File: src/rtl/rf_wb_arbiter_if.sv
// Write-back request/grant bundle between the three result producers and the
// register-file write port arbiter.
interface rf_wb_arbiter_if #(
  parameter int DATA_W = 32,
  parameter int ADDR_W = 5
);
  logic [2:0]          req_valid;
  logic [3*ADDR_W-1:0] req_addr;
  logic [3*DATA_W-1:0] req_data;
  logic [2:0]          req_ready;
  logic                stall;
  logic                rf_we;
  logic [ADDR_W-1:0]   rf_waddr;
  logic [DATA_W-1:0]   rf_wdata;
  logic [2:0]          busy;

  modport master (
    output req_valid, req_addr, req_data, stall,
    input  req_ready, rf_we, rf_waddr, rf_wdata, busy
  );

  modport slave (
    input  req_valid, req_addr, req_data, stall,
    output req_ready, rf_we, rf_waddr, rf_wdata, busy
  );
endinterface

File: src/rtl/rf_wb_arbiter.sv
// Three-way register-file write-back arbiter with a one-cycle registered write port.
// Define RF_ARB_RR_EN for round-robin arbitration; otherwise fixed priority req0 > req1 > req2.
module rf_wb_arbiter #(
  parameter int DATA_W = 32,
  parameter int ADDR_W = 5
) (
  input logic            clk,
  input logic            rst,
  rf_wb_arbiter_if.slave bus
);

  logic [2:0]        grant;
  logic [1:0]        grant_idx;
  logic [1:0]        cand;
  logic [ADDR_W-1:0] sel_addr;
  logic [DATA_W-1:0] sel_data;

  logic              rf_we_d,    rf_we_q;
  logic [ADDR_W-1:0] rf_waddr_d, rf_waddr_q;
  logic [DATA_W-1:0] rf_wdata_d, rf_wdata_q;

`ifdef RF_ARB_RR_EN
  logic [1:0] ptr_d, ptr_q;
`endif

  // First valid requester in search order wins; search starts at the pointer in RR mode.
  always_comb begin
    grant     = '0;
    grant_idx = '0;
    cand      = '0;
    if (!rst && !bus.stall) begin
      for (int unsigned k = 0; k < 3; k++) begin
`ifdef RF_ARB_RR_EN
        cand = 2'((32'(ptr_q) + k) % 3);
`else
        cand = 2'(k);
`endif
        if (grant == '0 && bus.req_valid[cand]) begin
          grant[cand] = 1'b1;
          grant_idx   = cand;
        end
      end
    end
  end

  assign sel_addr = bus.req_addr[grant_idx*ADDR_W +: ADDR_W];
  assign sel_data = bus.req_data[grant_idx*DATA_W +: DATA_W];

`ifdef RF_ARB_RR_EN
  always_comb begin
    ptr_d = ptr_q;
    if (grant != '0) begin
      ptr_d = (grant_idx == 2'd2) ? 2'd0 : grant_idx + 2'd1;
    end
  end
`endif

  // Writes to register 0 are accepted but never reach the register file.
  always_comb begin
    rf_we_d    = 1'b0;
    rf_waddr_d = rf_waddr_q;
    rf_wdata_d = rf_wdata_q;
    if (grant != '0) begin
      rf_we_d    = (sel_addr != '0);
      rf_waddr_d = sel_addr;
      rf_wdata_d = sel_data;
    end
  end

  always_ff @(posedge clk) begin
    if (rst) begin
      rf_we_q    <= 1'b0;
      rf_waddr_q <= '0;
      rf_wdata_q <= '0;
`ifdef RF_ARB_RR_EN
      ptr_q      <= '0;
`endif
    end else begin
      rf_we_q    <= rf_we_d;
      rf_waddr_q <= rf_waddr_d;
      rf_wdata_q <= rf_wdata_d;
`ifdef RF_ARB_RR_EN
      ptr_q      <= ptr_d;
`endif
    end
  end

  assign bus.req_ready = grant;
  assign bus.busy      = bus.req_valid & ~grant;
  assign bus.rf_we     = rf_we_q;
  assign bus.rf_waddr  = rf_waddr_q;
  assign bus.rf_wdata  = rf_wdata_q;

endmodule

File: src/flat_wrapper.sv
// flat-port wrapper written by rule: the top's interface ports become plain ports
module rf_wb_arbiter_flat 
#(
  parameter int DATA_W = 32,
  parameter int ADDR_W = 5
)
  (clk, rst, bus_req_valid, bus_req_addr, bus_req_data, bus_stall, bus_req_ready, bus_rf_we, bus_rf_waddr, bus_rf_wdata, bus_busy);
  rf_wb_arbiter_if #(.DATA_W(DATA_W), .ADDR_W(ADDR_W)) bus_i ();
  input logic clk;
  input logic rst;
  input wire logic [$bits(bus_i.req_valid)-1:0] bus_req_valid;
  input wire logic [$bits(bus_i.req_addr)-1:0] bus_req_addr;
  input wire logic [$bits(bus_i.req_data)-1:0] bus_req_data;
  input wire logic [$bits(bus_i.stall)-1:0] bus_stall;
  output wire logic [$bits(bus_i.req_ready)-1:0] bus_req_ready;
  output wire logic [$bits(bus_i.rf_we)-1:0] bus_rf_we;
  output wire logic [$bits(bus_i.rf_waddr)-1:0] bus_rf_waddr;
  output wire logic [$bits(bus_i.rf_wdata)-1:0] bus_rf_wdata;
  output wire logic [$bits(bus_i.busy)-1:0] bus_busy;
  assign bus_i.req_valid = bus_req_valid;
  assign bus_i.req_addr = bus_req_addr;
  assign bus_i.req_data = bus_req_data;
  assign bus_i.stall = bus_stall;
  assign bus_req_ready = bus_i.req_ready;
  assign bus_rf_we = bus_i.rf_we;
  assign bus_rf_waddr = bus_i.rf_waddr;
  assign bus_rf_wdata = bus_i.rf_wdata;
  assign bus_busy = bus_i.busy;
  rf_wb_arbiter #(.DATA_W(DATA_W), .ADDR_W(ADDR_W)) u_core (.clk(clk), .rst(rst), .bus(bus_i));
endmodule
File: config.mk
export PLATFORM = sky130hd
export DESIGN_NAME = rf_wb_arbiter_flat
export DESIGN_NICKNAME = d
export VERILOG_FILES = /design/src/rtl/rf_wb_arbiter_if.sv /design/src/rtl/rf_wb_arbiter.sv /design/src/flat_wrapper.sv
export SDC_FILE = /design/constraint.sdc
export NUM_CORES = 1
export LEC_CHECK = 0
export CAP_MARGIN = 0
export CORE_ASPECT_RATIO = 1.25
export CORE_MARGIN = 1
export CORE_UTILIZATION = 37
export CTS_CLUSTER_SIZE = 40
export DETAILED_ROUTE_END_ITERATION = 6
export GPL_ROUTABILITY_DRIVEN = 0
export PLACE_DENSITY = 0.92
export SLEW_MARGIN = 0
export SYNTH_ARGS = -nofsm -noshare
export SYNTH_HDL_FRONTEND = slang
export SYNTH_SLANG_ARGS = --single-unit
File: constraint.sdc
create_clock -name clk -period 4.3 [get_ports clk]
set_input_delay 0.86 -clock clk [delete_from_list [all_inputs] [get_ports clk]]
set_output_delay 0.86 -clock clk [all_outputs]
set_load 0.01 [all_outputs]
==> flow_summary.json <==
{
  "run_status": "finished clean",
  "tritoncts": "built",
  "syn_to_final_growth_pct": 80.9,
  "slew_headroom": 0.401,
  "drtIter0Drc": 152,
  "syn_inst": 304,
  "cts_buffers": 5,
  "synth-seq-area-share": 0.361,
  "wl_per_cell_microns": 13.8,
  "cp.required_ns": 3.44,
  "max-clock-path-buffers": 2,
  "tightestPinTransition_ns": 0.898,
  "via_count": 2707,
  "synth_commonest_cells": "nand2_1, o21ai_0, dfxtp_1, nand3_1, a21oi_1",
  "dpl-instance-area_sq_um": 3720,
  "finalCritPeriodShare": 0.824,
  "ys_types": 25,
  "r2r_slack_ns": 3.65,
  "postCtsSetupRepairBufs": 0,
  "final_util": 0.701,
  "grt_overflow_total": 0,
  "drc_errors": 0,
  "nFillCells": 451,
  "yosys_warnings": 0,
  "start_kind": "input pin",
  "core_area_sq_um": 5440,
  "ys.flop_type": "dfxtp_1",
  "antenna_found_initial": 0,
  "synth.most_common_cell": "nand2_1",
  "max_freq_mhz": 282,
  "wirelength_mm": 7.12,
  "arrival_ns": 2.68,
  "ys_seq_elements": 38,
  "drv_slew": 0,
  "rows": 30,
  "root_buffer": "clkbuf_8",
  "grt_usage": 0.242,
  "rsz0062_at_grt": "false",
  "multi_input_area_sq_um": 1220,
  "cts.sinks": 38,
  "fin_skew_ns": 0,
  "p_per_area_nw_per_um2": 237,
  "path_clk_slew_ns": 0.07,
  "cts_resized": 0,
  "htreeDepth": 2,
  "period_minus_slack_ns": 3.54,
  "p_leak_nw": 1.46,
  "crit_path_max_fanout": 7,
  "synth_area_leaders": "dfxtp_1, nand2_1, o21ai_0, nand3_1, nand3b_1",
  "grt_pass1_vias": 2635,
  "async_flop_share": 0,
  "dp_hpwl_mm": 5.41,
  "pin_count": 161,
  "cp-end-kind": "primary output",
  "tns_ns": 0,
  "die_x_microns": 69.5,
  "vdd_drop_max_v": 0.000155,
  "drtPass1Iterations": 4,
  "maxCapViolCount": 0,
  "syn-cell-area_sq_um": 2110,
  "hold_path_class": "flop to flop",
  "initial_utilization": 0.387,
  "diodes": 0,
  "die_h_microns": 86.4,
  "syn_nets": 421,
  "nets": 567,
  "grt_pass1_wl_mm": 11.8,
  "regArea_sq_um": 761,
  "die_area_sq_um": 6010,
  "clock_latency_ns": 0.28,
  "grt_max_degree": 38,
  "ctsHoldBuffers": 0,
  "drive_gt1_frac": 0.0421,
  "ant_nets": 0,
  "synth.top_cell.area_share": 0.361,
  "fin_area_sq_um": 3810,
  "setup_viol": 0,
  "syn_avg_cell_area_sq_um": 6.94,
  "path_class": "input pin to primary output",
  "vias_per_cell": 5.26,
  "hold_viol": 0,
  "synth_area_leader_cell": "dfxtp_1",
  "synth-edff-count": 0,
  "io_buffers": 160
}
[placed cells by master (no fill, tap or decap), types with 6 or more instances in the layout]
cell type | Yosys | layout
a21oi_1 | 22 | 22
buf_4 | 4 | 6
clkbuf_8 | 0 | 6
clkdlybuf4s50_1 | 0 | 160
dfxtp_1 | 38 | 38
nand2_1 | 87 | 87
nand3_1 | 34 | 33
nand3b_1 | 20 | 20
o211ai_1 | 13 | 13
o21ai_0 | 41 | 41
o22ai_1 | 7 | 7
[area by class of cell]
cell class,count,area share
clock buffer,7,0.0226
multi-input combinational,236,0.321
timing repair buffer,166,0.432
sequential,38,0.199
inverter,3,0.00295
clock inverter,1,0.00131
tap,64,0.0210
[worst max-delay path, cell delays in order]
cell,delay (ns)
clkdlybuf4s50_1,0.52
nor3_2,0.46
nand3_2,0.18
and2_1,0.19
clkdlybuf4s50_1,0.47
[per-layer routing]
layer | GRT usage | up-vias | share of wire
met5 | 0 | - | 0
met4 | 0.0853 | 0 | 0.022
met3 | 0.0733 | 17 | 0.084
met2 | 0.462 | 111 | 0.53
met1 | 0.249 | 1231 | 0.37
li1 | - | 1348 | -
[worst paths after layout]
check                           depth (start not counted)               startpoint                 endpoint
worst min-delay path                                    2  u_core.bus.rf_wdata[12]  u_core.bus.rf_wdata[12]
worst min register to register                          2  u_core.bus.rf_wdata[12]  u_core.bus.rf_wdata[12]
worst max-delay path                                    5                      rst              bus_busy[2]
worst max register to register                          2  u_core.bus.rf_wdata[15]  u_core.bus.rf_wdata[15]
[state kept, by name (all words and copies together), names as in the netlist]
name / cells
u_core.bus.rf_waddr: 5
u_core.bus.rf_wdata: 32
u_core.bus.rf_we: 1
[report_power, final]
part / leakage (nW) / internal, W / switching [W]
sequential: 0.312 / 0.000376 / 0.0000112
combinational: 1.10 / 0.000171 / 0.0000997
clock: 0.0482 / 0.000129 / 0.000116
total: 1.46 / 0.000676 / 0.000227
[cell families (layout without fill, tap and decap cells)]
logic type / Yosys count / count (layout) / synth area share
DFF: 38 / 38 / 0.361
buffers and inverters: 30 / 177 / 0.0677
AOI/OAI and AO/OA: 86 / 86 / 0.230
and+or+nand+nor: 150 / 150 / 0.341
[metrics by stage]
stage | std cells | worst slack, ns | hold WS, ns | total power, W
floorplan | 304 | 1.52 | 0.481 | 0.000488
global placement | 507 | 0.804 | 0.440 | 0.000658
detailed placement | 507 | 0.745 | 0.449 | 0.000666
CTS | 515 | 0.742 | 0.458 | 0.000912
global route | 515 | 0.657 | 0.483 | 0.000954
finish | 515 | 0.759 | 0.456 | 0.000903
Power figures use the tool's default switching activity.
